==> src/rtl/mem_stage_pkg.sv <==
// rtl/mem_stage_pkg.sv - shared types and constants for the memory access stage
package mem_stage_pkg;

    // Access FSM: IDLE accepts new instructions, WAIT holds one data-memory access open
    typedef enum logic {
        ST_IDLE = 1'b0,
        ST_WAIT = 1'b1
    } state_e;

    // Default number of WAIT cycles before an unacknowledged access is aborted
    localparam int TIMEOUT_DEFAULT = 16;

    // Control values written into MEM/WB when a bubble is inserted
    localparam logic BUBBLE_REG_WRITE  = 1'b0;
    localparam logic BUBBLE_MEM_TO_REG = 1'b0;

endpackage

==> src/rtl/mem_wb_reg.sv <==
// rtl/mem_wb_reg.sv - MEM/WB pipeline register with load and bubble controls
//
// Ports:
//   clk, rst          clock, asynchronous active-high reset (clears every field)
//   load_i            capture all fields from the *_i inputs
//   bubble_i          clear the control bits, keep the data fields (wins over load_i)
//   *_i / *_o         read data, ALU result, destination register, regWrite, memToReg
module mem_wb_reg
    import mem_stage_pkg::*;
(
    input  logic        clk,
    input  logic        rst,
    input  logic        load_i,
    input  logic        bubble_i,
    input  logic [31:0] read_data_i,
    input  logic [31:0] alu_result_i,
    input  logic [4:0]  write_reg_i,
    input  logic        reg_write_i,
    input  logic        mem_to_reg_i,
    output logic [31:0] read_data_o,
    output logic [31:0] alu_result_o,
    output logic [4:0]  write_reg_o,
    output logic        reg_write_o,
    output logic        mem_to_reg_o
);

    logic [31:0] read_data_q;
    logic [31:0] alu_result_q;
    logic [4:0]  write_reg_q;
    logic        reg_write_q;
    logic        mem_to_reg_q;

    always_ff @(posedge clk or posedge rst) begin
        if (rst) begin
            read_data_q  <= '0;
            alu_result_q <= '0;
            write_reg_q  <= '0;
            reg_write_q  <= 1'b0;
            mem_to_reg_q <= 1'b0;
        end else if (bubble_i) begin
            // Only the control bits are squashed; stale data is harmless without regWrite
            reg_write_q  <= BUBBLE_REG_WRITE;
            mem_to_reg_q <= BUBBLE_MEM_TO_REG;
        end else if (load_i) begin
            read_data_q  <= read_data_i;
            alu_result_q <= alu_result_i;
            write_reg_q  <= write_reg_i;
            reg_write_q  <= reg_write_i;
            mem_to_reg_q <= mem_to_reg_i;
        end
    end

    assign read_data_o  = read_data_q;
    assign alu_result_o = alu_result_q;
    assign write_reg_o  = write_reg_q;
    assign reg_write_o  = reg_write_q;
    assign mem_to_reg_o = mem_to_reg_q;

endmodule

==> src/rtl/mem_access_stage.sv <==
// rtl/mem_access_stage.sv - pipeline MEM stage: branch resolve, data-memory access FSM, MEM/WB
//
// Ports:
//   clk, rst                      clock, asynchronous active-high reset
//   pcAdded, zeroFlag, branch     branch inputs -> pcSrc, branchTarget (combinational)
//   aluResult, writeData, writeReg, memWrite, memRead, regWrite, memToReg   EX/MEM fields
//   memReq, memWe, memAddr, memWdata, memRdata, memAck                      data-memory port
//   stall                         holds EX/MEM and upstream while an access is pending
//   out*                          MEM/WB fields
//   alignErr, busErr              one-cycle error pulses (misaligned access, access timeout)
module mem_access_stage
    import mem_stage_pkg::*;
#(
    parameter int TIMEOUT = TIMEOUT_DEFAULT
) (
    input  logic        clk,
    input  logic        rst,
    input  logic [31:0] pcAdded,
    input  logic [31:0] zeroFlag,
    input  logic [31:0] aluResult,
    input  logic [31:0] writeData,
    input  logic [4:0]  writeReg,
    input  logic        branch,
    input  logic        memWrite,
    input  logic        memRead,
    input  logic        regWrite,
    input  logic        memToReg,
    output logic        memReq,
    output logic        memWe,
    output logic [31:0] memAddr,
    output logic [31:0] memWdata,
    input  logic [31:0] memRdata,
    input  logic        memAck,
    output logic        stall,
    output logic        pcSrc,
    output logic [31:0] branchTarget,
    output logic [31:0] outReadData,
    output logic [31:0] outAluResult,
    output logic [4:0]  outWriteReg,
    output logic        outRegWrite,
    output logic        outMemToReg,
    output logic        alignErr,
    output logic        busErr
);

    localparam int                CNT_W    = (TIMEOUT > 1) ? $clog2(TIMEOUT) : 1;
    localparam logic [CNT_W-1:0]  CNT_LAST = CNT_W'(TIMEOUT - 1);

    state_e             state_q, state_d;
    logic [CNT_W-1:0]   cnt_q, cnt_d;
    logic               req_q, req_d;
    logic               we_q, we_d;
    logic [31:0]        addr_q, addr_d;
    logic [31:0]        wdata_q, wdata_d;
    logic               align_err_q, align_err_d;
    logic               bus_err_q, bus_err_d;

    logic               access;
    logic               aligned;
    logic               stall_c;
    logic               wb_bubble;
    logic [31:0]        wb_rdata;

    assign pcSrc        = branch & (|zeroFlag);
    assign branchTarget = pcAdded;

    assign access  = memRead | memWrite;
    assign aligned = (aluResult[1:0] == 2'b00);

    always_ff @(posedge clk or posedge rst) begin
        if (rst) begin
            state_q     <= ST_IDLE;
            cnt_q       <= '0;
            req_q       <= 1'b0;
            we_q        <= 1'b0;
            addr_q      <= '0;
            wdata_q     <= '0;
            align_err_q <= 1'b0;
            bus_err_q   <= 1'b0;
        end else begin
            state_q     <= state_d;
            cnt_q       <= cnt_d;
            req_q       <= req_d;
            we_q        <= we_d;
            addr_q      <= addr_d;
            wdata_q     <= wdata_d;
            align_err_q <= align_err_d;
            bus_err_q   <= bus_err_d;
        end
    end

    always_comb begin
        state_d     = state_q;
        cnt_d       = cnt_q;
        req_d       = req_q;
        we_d        = we_q;
        addr_d      = addr_q;
        wdata_d     = wdata_q;
        align_err_d = 1'b0;
        bus_err_d   = 1'b0;
        stall_c     = 1'b0;
        wb_bubble   = 1'b0;
        wb_rdata    = '0;

        case (state_q)
            ST_IDLE: begin
                if (access && aligned) begin
                    // Request signals are registered on entry so they stay stable for the
                    // whole WAIT phase; a simultaneous read is dropped in favour of the write.
                    stall_c   = 1'b1;
                    wb_bubble = 1'b1;
                    state_d   = ST_WAIT;
                    cnt_d     = '0;
                    req_d     = 1'b1;
                    we_d      = memWrite;
                    addr_d    = aluResult;
                    wdata_d   = writeData;
                end else if (access) begin
                    wb_bubble   = 1'b1;
                    align_err_d = 1'b1;
                end
            end
            ST_WAIT: begin
                if (memAck) begin
                    state_d  = ST_IDLE;
                    req_d    = 1'b0;
                    we_d     = 1'b0;
                    wb_rdata = we_q ? 32'd0 : memRdata;
                end else if (cnt_q == CNT_LAST) begin
                    // Release stall on the last cycle so the aborted instruction retires
                    // as a bubble instead of being replayed.
                    state_d   = ST_IDLE;
                    req_d     = 1'b0;
                    we_d      = 1'b0;
                    wb_bubble = 1'b1;
                    bus_err_d = 1'b1;
                end else begin
                    stall_c   = 1'b1;
                    wb_bubble = 1'b1;
                    cnt_d     = cnt_q + CNT_W'(1);
                end
            end
            default: begin
                state_d = ST_IDLE;
            end
        endcase
    end

    assign stall    = stall_c;
    assign memReq   = req_q;
    assign memWe    = we_q;
    assign memAddr  = addr_q;
    assign memWdata = wdata_q;
    assign alignErr = align_err_q;
    assign busErr   = bus_err_q;

    mem_wb_reg u_mem_wb_reg (
        .clk          (clk),
        .rst          (rst),
        .load_i       (!wb_bubble),
        .bubble_i     (wb_bubble),
        .read_data_i  (wb_rdata),
        .alu_result_i (aluResult),
        .write_reg_i  (writeReg),
        .reg_write_i  (regWrite),
        .mem_to_reg_i (memToReg),
        .read_data_o  (outReadData),
        .alu_result_o (outAluResult),
        .write_reg_o  (outWriteReg),
        .reg_write_o  (outRegWrite),
        .mem_to_reg_o (outMemToReg)
    );

endmodule

==> config.mk <==
export PLATFORM = sky130hd
export DESIGN_NAME = mem_access_stage
export DESIGN_NICKNAME = d
export VERILOG_FILES = /design/src/rtl/mem_stage_pkg.sv /design/src/rtl/mem_wb_reg.sv /design/src/rtl/mem_access_stage.sv
export SDC_FILE = /design/constraint.sdc
export NUM_CORES = 1
export LEC_CHECK = 0
export CAP_MARGIN = 20
export CELL_PAD_IN_SITES_DETAIL_PLACEMENT = 1
export CELL_PAD_IN_SITES_GLOBAL_PLACEMENT = 2
export CORE_MARGIN = 5
export CORE_UTILIZATION = 25
export CTS_CLUSTER_SIZE = 30
export DETAILED_ROUTE_END_ITERATION = 12
export GPL_ROUTABILITY_DRIVEN = 0
export GPL_TIMING_DRIVEN = 0
export HOLD_SLACK_MARGIN = 0.12
export PLACE_DENSITY_LB_ADDON = 0.1
export SYNTH_ARGS = -nofsm -noshare
export SYNTH_HDL_FRONTEND = slang
export SYNTH_SLANG_ARGS = --single-unit
==> constraint.sdc <==
create_clock -name clk -period 10.95 [get_ports clk]
set_input_delay 1.095 -clock clk [delete_from_list [all_inputs] [get_ports clk]]
set_output_delay 1.095 -clock clk [all_outputs]
set_load 0.03 [all_outputs]
==> reports/metrics.csv, run 1 <==
stage;metric;value;unit
floorplan;floorplan.initialDensity;0.2538;
hold_path;min_to;memWdata[0];
synthesis;synthDistinctLibCells;34;
timing;layout_setup_ws;6.792;ns
clock_network;cts_max_path_buffers;2;
floorplan;die_h;161.6;um
floorplan;rows;55;
synthesis;ys_seq_area_frac;0.6270;
synthesis;yosys_warnings;0;
detailed_routing;route.antenna.remaining_nets;0;
power_and_ir_drop;peakVddDrop;0.1019;mV
critical_path;r2r_start;state_q;
timing;fin_crit_sh;0.3798;
critical_path;cp_max_fo;6;
global_route;grt_first_pass_wirelength;29.30;mm
floorplan;die_area;26120;um^2
cells_and_area;final_cell_area;9866;um^2
critical_path;worst-path-buf-inv;2;
clock_network;cts_hold_buf;0;
timing;relSlewSlack;0.6207;
clock_network;cts.sinks;144;
hold_path;hp-start;memWdata[0];
flow_run;maxCapViolCount;0;
synthesis;syn_nets;550;
timing;finalSetupTns;0;ns
clock_network;cts_tree;built;
detailed_routing;drt-total-wl;19.03;mm
global_route;antenna_found_initial;1;
timing;fmax;240.5;MHz
timing;skew;0.01408;ns
timing;final_hold_viol_count;0;
placement;dp_slack;6.802;ns
power_and_ir_drop;p_per_area;203.3;nW/um^2
detailed_routing;drc;0;
global_route;grt_overflow;0;
cells_and_area;fillers;2323;
detailed_routing;via_per_inst;4.366;
cells_and_area;syn_to_final_growth;71.67;%
cells_and_area;diodes;0;
critical_path;crit_chain;clkdlybuf4s50_1, nor2b_1, o2bb2ai_1, clkdlybuf4s50_1;
synthesis;synthesis.area;5747;um^2
floorplan;ios;346;
global_route;grt_pass1_vias;4904;
critical_path;slowest_delay;0.79;ns
global_route;grt_use_met2;0.2455;
global_route;track_usage;0.1437;
cells_and_area;final_nets;883;
synthesis;synth_ff_type;dfrtp_1;
critical_path;cp.arrival;3.06;ns
hold_path;worstHoldPathType;register to register;
detailed_routing;wl_per_cell;18.89;um
critical_path;critPathSlowestCell;clkdlybuf4s50_1;
global_route;grtUsageMet1;0.1595;
critical_path;startpoint_type;input pin;
synthesis;synthArstFlopShare;1.000;
hold_path;whs_path_depth;1;
detailed_routing;dr.first_iter.drc_count;138;
timing;max_slew.worst_pin.slew;0.5689;ns
timing;setup_viol;0;
timing;rsz0062_at_grt;false;
clock_network;clk_pin_slew_worst_paths;0.06;ns
critical_path;crit_top_cell;clkdlybuf4s50_1;
detailed_routing;first_pass_iters;4;
timing;hold_slack;0.4906;ns
global_route;grtUsageMet3;0.06941;
placement;dpl.hpwl;14.99;mm
critical_path;r2r_cells;4;
critical_path;timing.rr.end;u_mem_wb_reg.alu_result_o[19];
clock_network;cts_setup_buffers;0;
power_and_ir_drop;p_leak;4.136;nW
synthesis;synth_enable_flop_cells;0;
synthesis;synth_cells;376;
synthesis;syn_avg_cell_area;15.28;um^2
synthesis;synth_seq_cells;144;
timing;fin_crit;4.158;ns
critical_path;cp_top_family;buffers and inverters;
floorplan;core_area;22640;um^2
clock_network;cts_buffers;17;
clock_network;cts_resized;0;
timing;maxSlewViolCount;0;
global_route;gr-max-usage-layer;met2;
clock_network;cts-root-buf;clkbuf_16;
clock_network;htreeDepth;4;
placement;port-buffer-count;313;
placement;placed_area;9269;um^2
outcome;status;finished clean;
critical_path;cp-end-kind;output pin;
detailed_routing;vias;4397;
critical_path;path_class;input pin to output pin;
cells_and_area;drive_gt1_frac;0.2507;
critical_path;reg2reg_slack;9.12;ns
clock_network;clock_latency;0.42;ns
floorplan;fp.dieW;161.6;um
critical_path;critPathRequiredTime;9.86;ns
global_route;grt_max_degree;90;
where the power goes:
group	internal [mW]	leakage [nW]	total, mW	switching, mW
Clock	0.345	0.284	0.585	0.240
Sequential	0.643	1.76	0.702	0.0588
Combinational	0.340	2.09	0.718	0.378
Total	1.33	4.14	2.01	0.676
worst max path at each step:
stage                     cells after the start   start  slack, ns                   endpoint
after floorplan                               1     rst       5.99                   alignErr
after global placement                        2     rst       3.86  u_mem_wb_reg.mem_to_reg_o
after detailed placement                      4  memAck       6.80                      stall
after CTS                                     4  memAck       6.80                      stall
after global routing                          4  memAck       6.66                      stall
final                                         4  memAck       6.79                      stall
layer usage:
| metal | routed length [um] | share of wire |
|---|---|---|
| met5 | 18 | 0.00095 |
| met4 | 235 | 0.012 |
| met3 | 1943 | 0.10 |
| met2 | 9495 | 0.50 |
| met1 | 7333 | 0.39 |
worst register-to-register path, stage by stage, from the launching register on:
cell     delay, ns
dfrtp_1       0.37
buf_6         0.14
a21oi_2       0.47
buf_2         0.37
mux2_2        0.37
area by class of cell:
cell class                 instances  area, um^2  share of cell area
clock buffer                      18       439.2             0.04451
clock inverter                    14       157.7             0.01598
inverter                           2       12.51            0.001268
timing repair buffer             314        3161              0.3204
sequential                       144        3603              0.3653
tap                              285       356.6             0.03614
multi-input combinational        179        1759              0.1783
buffer                            51       376.6             0.03817
cells in the final DEF, fill, tap and decap left out, types with 2 or more instances in the layout:
cell,count
buf_6,4
a21oi_1,2
a22o_1,32
nor4_1,8
a32o_1,2
nand3_1,4
or2_2,2
mux2_1,5
clkinv_4,4
mux2_2,90
clkbuf_1,7
inv_6,5
and2_1,2
nand4_1,3
mux2_4,6
clkinvlp_4,3
dfrtp_1,144
buf_4,38
nor2_1,4
bufinv_16,2
nor2b_1,4
clkbuf_16,17
clkdlybuf4s50_1,313
o21ai_0,2
synth_stat cells, types with 2 or more instances:
library cell | number | area, um^2
mux2_2 | 90 | 1013
o21ai_0 | 2 | 10.01
buf_6 | 4 | 45.04
or2_2 | 2 | 12.51
a22o_1 | 32 | 280.3
a21oi_1 | 2 | 10.01
mux2_4 | 6 | 90.09
dfrtp_1 | 144 | 3603
and2_1 | 2 | 12.51
nand4_1 | 3 | 18.77
inv_1 | 2 | 7.510
nor4_1 | 8 | 50.05
buf_4 | 38 | 285.3
nand3_1 | 4 | 20.02
nor2_1 | 4 | 15.01
mux2_1 | 5 | 56.30
a32o_1 | 2 | 20.02
nor2b_1 | 4 | 25.02
clkbuf_1 | 7 | 26.28
cell families (layout without fill, tap and decap cells):
kind of cell             after synthesis  after routing  synth area share
flip-flops                           144            144            0.6270
AO/OA/AOI/OAI                         43             43           0.06467
AND/OR/NAND/NOR                       33             33           0.03570
adder cells (fa/ha/maj)                1              1          0.002177
multiplexers                         102            102            0.2036
buffers and inverters                 53            399           0.06684
sequential cells by signal, indices dropped and copies added, names as in the netlist:
register                   count
u_mem_wb_reg.mem_to_reg_o      1
memWdata                      32
state_q                        1
u_mem_wb_reg.alu_result_o     32
alignErr                       1
u_mem_wb_reg.write_reg_o       5
memAddr                       32
u_mem_wb_reg.read_data_o      32
u_mem_wb_reg.reg_write_o       1
busErr                         1
cnt_q                          4
memReq                         1
memWe                          1
stage by stage:
step                cells  power, mW  utilization
global placement      974      1.426       0.4080
detailed placement    975      1.442       0.4094
floorplan             376      1.089            -
finish               1007      2.005       0.4358
global route         1007      2.103       0.4358
CTS                  1007      2.042       0.4358
Power figures use the tool's default switching activity.
==> run 2: changes to the inputs <==
- CORE_UTILIZATION: 25 -> 23
- clock period: 10.95 -> 4.32 ns (I/O delays scaled with it)
==> run 2 against run 1 <==
  * Worst setup slack lost 5.3 ns
  * Via count shrank 1.8%
  * Register-to-register slack lost 6.6 ns
  * Final area grew 1.1%
  * Clock-buffer cell count grew 1
  * Clock skew shrank 0.0027 ns
  * Critical path depth is the same
  * Combinational power grew to 2.5 times the previous value
  * Clock power grew to 2.8 times the previous value
  * Critical path type unchanged
  * Critical endpoint unchanged
  * Largest cell class unchanged
==> reports/metrics.csv, run 2 (same netlist as run 1, synthesis figures left out) <==
stage;metric;value;unit;change
timing;relSlewSlack;0.4315;;-0.1893
power_and_ir_drop;pwr-share-seq;0.342;;-0.008
clock_network;cts_setup_buffers;0;;unchanged
hold_path;hp-start;memWdata[0];;
floorplan;die_area;28250;um^2;+8.1%
cells_and_area;fillers;2589;;+11%
critical_path;cp-startpoint;memAck;;
clock_network;cts_max_path_buffers;2;;unchanged
clock_network;clock_latency;0.42;ns;about the same
clock_network;htreeDepth;4;;unchanged
placement;dpl.hpwl;14.73;mm;-1.7%
detailed_routing;first_pass_iters;4;;unchanged
timing;layout_setup_ws;1.461;ns;-5.331 ns
detailed_routing;route.antenna.remaining_nets;0;;unchanged
cells_and_area;final_util;0.4075;;-0.02821
timing;hold_slack;0.4874;ns;-0.003229 ns
timing;final_hold_viol_count;0;;unchanged
global_route;grt_first_pass_wirelength;29.37;mm;+0.26%
global_route;track_usage;0.1324;;-0.01138
timing;fin_crit;2.859;ns;
timing;skew;0.01135;ns;-0.002730 ns
placement;dp_slack;1.441;ns;-5.360 ns
placement;port-buffer-count;313;;unchanged
global_route;antenna_found_initial;1;;unchanged
detailed_routing;wl_per_cell;18.17;um;-3.8%
cells_and_area;final_nets;883;;unchanged
flow_run;maxCapViolCount;0;;unchanged
clock_network;cts.sinks;144;;unchanged
floorplan;rows;57;;+3.6%
placement;dp.cells;1014;;+4.0%
timing;fin_crit_sh;0.6618;;
timing;setup_viol;0;;unchanged
cells_and_area;mostFrequentLayoutCells;clkdlybuf4s50_1 (313), dfrtp_1 (144), mux2_2 (90);;
floorplan;floorplan.initialDensity;0.2349;;-0.01890
detailed_routing;vias;4317;;-1.8%
critical_path;cp-end-kind;output pin;;
timing;rsz0062_at_grt;false;;
cells_and_area;syn_to_final_growth;73.48;%;
cells_and_area;instances_no_fill;1046;;+3.9%
cells_and_area;drive_gt1_frac;0.2507;;unchanged
clock_network;cts_tree;built;;
critical_path;startpoint_type;input pin;;
hold_path;worstHoldPathType;register to register;;
cells_and_area;diodes;0;;unchanged
floorplan;core_area;24460;um^2;+8.0%
timing;max_slew.worst_pin.slew;0.8528;ns;+0.2839 ns
global_route;grt_max_degree;91;;+1.1%
power_and_ir_drop;peakVddDrop;0.1970;mV;+93%
floorplan;die_h;168.1;um;+4.0%
clock_network;clk_pin_slew_worst_paths;0.06;ns;about the same
power_and_ir_drop;clkPwrFrac;0.310;;+0.018
power_and_ir_drop;p_per_area;522.9;nW/um^2;+160%
power_and_ir_drop;switchingPower;1.709;mW;+150%
cells_and_area;layout_commonest_cell;clkdlybuf4s50_1;;
power_and_ir_drop;power.internal;3.504;mW;+160%
global_route;grt_overflow;0;;unchanged
power_and_ir_drop;p_leak;4.165;nW;+0.70%
timing;fmax;349.8;MHz;
power_and_ir_drop;combPwrFrac;0.348;;-0.010
placement;placed_area;9318;um^2;+0.53%
clock_network;cts-root-buf;clkbuf_16;;
critical_path;cp.arrival;2.43;ns;-0.63 ns
detailed_routing;via_per_inst;4.127;;-5.5%
critical_path;path_class;input pin to output pin;;
cells_and_area;multiInputGateArea;1759;um^2;unchanged
cells_and_area;seq_area;3603;um^2;unchanged
detailed_routing;dr.first_iter.drc_count;100;;-28%
global_route;grt_pass1_vias;5014;;+2.2%
power_and_ir_drop;swShare;0.3279;;-0.009414
detailed_routing;drc;0;;unchanged
timing;maxSlewViolCount;0;;unchanged
clock_network;cts_hold_buf;0;;unchanged
critical_path;cp_max_fo;6;;unchanged
timing;finalSetupTns;0;ns;unchanged
cells_and_area;final_cell_area;9970;um^2;+1.1%
outcome;status;finished clean;;
clock_network;cts_resized;0;;unchanged
floorplan;ios;346;;unchanged
power_and_ir_drop;power.total;5.213;mW;+160%
critical_path;r2r_start;state_q;;
floorplan;fp.dieW;168.1;um;+4.0%
critical_path;critPathRequiredTime;3.89;ns;-5.97 ns
clock_network;cts_buffers;17;;unchanged
detailed_routing;drt-total-wl;19.01;mm;-0.11%
run 2: cell types whose count changed in the layout (fill, tap and decap cells not counted), sizes merged:
cell      delta
clkbuf       +1
clkinv       -2
clkinvlp     -1
bufinv       +2
run 2: layer usage:
layer  share of wire  global-route usage  routed length [um]
met3           0.082             0.04830                1560
met1            0.41              0.1595                7766
met5         0.00068                   0                  13
met4           0.018             0.04340                 334
met2            0.49              0.2203                9332
run 2: final cells by class:
class / count / share of cell area
plain buffers: 51 / 0.03778
clock buffers: 19 / 0.04543
clock inverters: 13 / 0.01995
inverters: 2 / 0.001255
multi-input cells: 179 / 0.1765
flip-flops and latches: 144 / 0.3614
well taps: 324 / 0.04066
repair buffers: 314 / 0.3170
run 2: worst max-delay path, cell delays in order:
cell and delay, ns:
clkdlybuf4s50_1 0.51, nor2b_1 0.41, o2bb2ai_1 0.26, clkdlybuf4s50_1 0.80
run 2: power by group through the flow:
stage                     Sequential [mW]  Combinational [mW]  Clock, mW
after global placement               1.79                1.82          0
after floorplan                      2.35               0.415          0
after global routing                 1.82                1.91       1.73
after CTS                            1.79                1.85       1.68
after detailed placement             1.81                1.85          0
final                                1.78                1.82       1.62
run 2: path summary, 6_finish.rpt:
check	depth (start not counted)	slack [ns]	to
hold reg to reg	1	0.49	memWdata[0]
setup / recovery	4	1.46	stall
setup reg to reg	4	2.51	u_mem_wb_reg.alu_result_o[21]
min in group asynchronous	2	0.58	u_mem_wb_reg.read_data_o[8]
hold / removal	1	0.49	memWdata[0]
max in group asynchronous	3	2.96	memAddr[16]
==> run 3: changes to the inputs <==
- CORE_UTILIZATION: 23 -> 21
- clock period: 4.32 -> 2.4 ns (I/O delays scaled with it)
==> run 3 against run 2 <==
  * Cell count up 1.7%
  * Flip-flop and latch count unchanged
  * Power rose by 77%
  * Worst setup slack worse by 1.3 ns
  * Clock skew is 0.0054 ns higher
  * Largest cell class unchanged
==> reports/metrics.csv, run 3 (same netlist as run 1, synthesis figures left out) <==
stage;metric;value;unit;change
detailed_routing;via_per_inst;4.094;;-0.80%
clock_network;cts.sinks;144;;unchanged
cells_and_area;drive_gt1_frac;0.2503;;-0.0003467
timing;relSlewSlack;0.4550;;+0.02355
clock_network;clock_latency;0.42;ns;about the same
detailed_routing;vias;4356;;+0.90%
detailed_routing;drc;0;;unchanged
timing;layout_setup_ws;0.1981;ns;-1.263 ns
timing;rsz0062_at_grt;false;;
detailed_routing;wl_per_cell;17.82;um;-1.9%
timing;maxSlewViolCount;0;;unchanged
timing;max_slew.worst_pin.slew;0.8157;ns;-0.03705 ns
critical_path;r2r_start;state_q;;
global_route;grt_first_pass_wirelength;29.15;mm;-0.75%
detailed_routing;route.antenna.remaining_nets;0;;unchanged
clock_network;cts_buffers;17;;unchanged
global_route;grt_pass1_vias;5029;;+0.30%
critical_path;crit_chain;buf_6, nor2b_1, o2bb2ai_1, dlygate4sd2_1;;
cells_and_area;final_util;0.3700;;-0.03759
hold_path;worstHoldPathType;input pin to asynchronous set/reset pin;;
floorplan;ios;346;;unchanged
placement;placed_area;9370;um^2;+0.56%
floorplan;die_h;175.4;um;+4.4%
clock_network;cts_tree;built;;
critical_path;reg2reg_slack;0.52;ns;-1.99 ns
timing;skew;0.01673;ns;+0.005383 ns
timing;fin_crit_sh;0.9174;;
cells_and_area;final_cell_area;9971;um^2;about the same
timing;fin_crit;2.202;ns;
detailed_routing;first_pass_iters;4;;unchanged
detailed_routing;wl_met2;9.158;mm;-1.9%
floorplan;core_area;26950;um^2;+10%
critical_path;startpoint_type;register;;
critical_path;cp-end-kind;output pin;;
floorplan;floorplan.initialDensity;0.2132;;-0.02169
detailed_routing;route.met3.wl;1.709;mm;+9.6%
flow_run;maxCapViolCount;0;;unchanged
clock_network;cts_max_path_buffers;2;;unchanged
detailed_routing;topRoutingLayerUsed;met5;;
placement;port-buffer-count;313;;unchanged
cells_and_area;final_nets;885;;+0.23%
critical_path;r2r_cells;4;;unchanged
critical_path;cp_top_family;buffers and inverters;;
power_and_ir_drop;p_leak;4.157;nW;-0.20%
detailed_routing;drt-total-wl;18.96;mm;-0.26%
global_route;track_usage;0.1200;;-0.01242
critical_path;timing.rr.end;u_mem_wb_reg.alu_result_o[21];;
critical_path;critPathRequiredTime;2.16;ns;-1.73 ns
critical_path;cp_max_fo;10;;+4
power_and_ir_drop;peakVddDrop;0.3308;mV;+68%
critical_path;critPathSlowestCell;dlygate4sd2_1;;
cells_and_area;syn_to_final_growth;73.50;%;about the same
cells_and_area;mostFrequentLayoutCells;clkdlybuf4s50_1 (312), dfrtp_1 (144), mux2_2 (90);;
timing;finalSetupTns;0;ns;unchanged
floorplan;die_area;30770;um^2;+8.9%
timing;hold_slack;0.3292;ns;-0.1581 ns
clock_network;clk_pin_slew_worst_paths;0.06;ns;about the same
global_route;grt_overflow;0;;unchanged
global_route;antenna_found_initial;1;;unchanged
placement;dpl.hpwl;14.84;mm;+0.71%
detailed_routing;wl_met1;7.904;mm;+1.8%
detailed_routing;dr.first_iter.drc_count;117;;+17%
clock_network;htreeDepth;4;;unchanged
critical_path;slowest_delay;0.47;ns;-0.33 ns
clock_network;cts-root-buf;clkbuf_16;;
timing;fmax;454.2;MHz;
critical_path;worst-path-buf-inv;2;;unchanged
power_and_ir_drop;p_per_area;925.0;nW/um^2;+77%
timing;setup_viol;0;;unchanged
global_route;grt_max_degree;41;;-55%
floorplan;rows;60;;+5.3%
critical_path;cp.arrival;1.96;ns;-0.47 ns
critical_path;path_class;register to output pin;;
cells_and_area;layout_commonest_cell;clkdlybuf4s50_1;;
placement;dp_slack;-0.01650;ns;-1.458 ns
floorplan;fp.dieW;175.4;um;+4.4%
outcome;status;finished clean;;
timing;final_hold_viol_count;0;;unchanged
cells_and_area;diodes;0;;unchanged
run 3: stage by stage:
stage,power (mW),cells
floorplan,4.969,376
global placement,6.514,1030
detailed placement,6.582,1033
CTS,9.396,1064
global route,9.672,1064
finish,9.223,1064
run 3: power by group:
part           total [mW]  switching, mW  internal [mW]
clock                2.74           1.07           1.67
sequential           3.22          0.283           2.94
combinational        3.27           1.71           1.56
run 3: per-layer routing:
| metal | track usage | vias to the layer above |
|---|---|---|
| met3 | 0.04886 | 11 |
| met1 | 0.1455 | 2158 |
| li1 | - | 1989 |
| met2 | 0.1990 | 196 |
| met5 | 0 | - |
| met4 | 0.03119 | 2 |
run 3: area by class of cell:
type	instances	area, um^2
Fill cell	2816	16980
Sequential cell	144	3603
Timing Repair Buffer	316	3192
Multi-Input combinational cell	179	1759
Clock buffer	19	442.9
Tap cell	341	426.7
Buffer	51	376.6
Clock inverter	12	158.9
Inverter	2	11.26
run 3: how the worst max path moves through the flow:
stage / from / to / slack (ns) / cells past startpoint
finish: state_q / stall / 0.20 / 4
detailed placement: memAck / stall / -0.02 / 4
CTS: cnt_q[0] / stall / 0.14 / 4
global placement: rst / u_mem_wb_reg.alu_result_o[27] / -1.02 / 2
floorplan: rst / alignErr / 0.35 / 1
global route: state_q / stall / 0.08 / 4
run 3: what timing repair did:
item	CTS	global route
resized for setup	1	0
buffers inserted	0	0
endpoints found under the hold margin	0	0
endpoints found under the setup margin	1	0
hold buffers	0	0
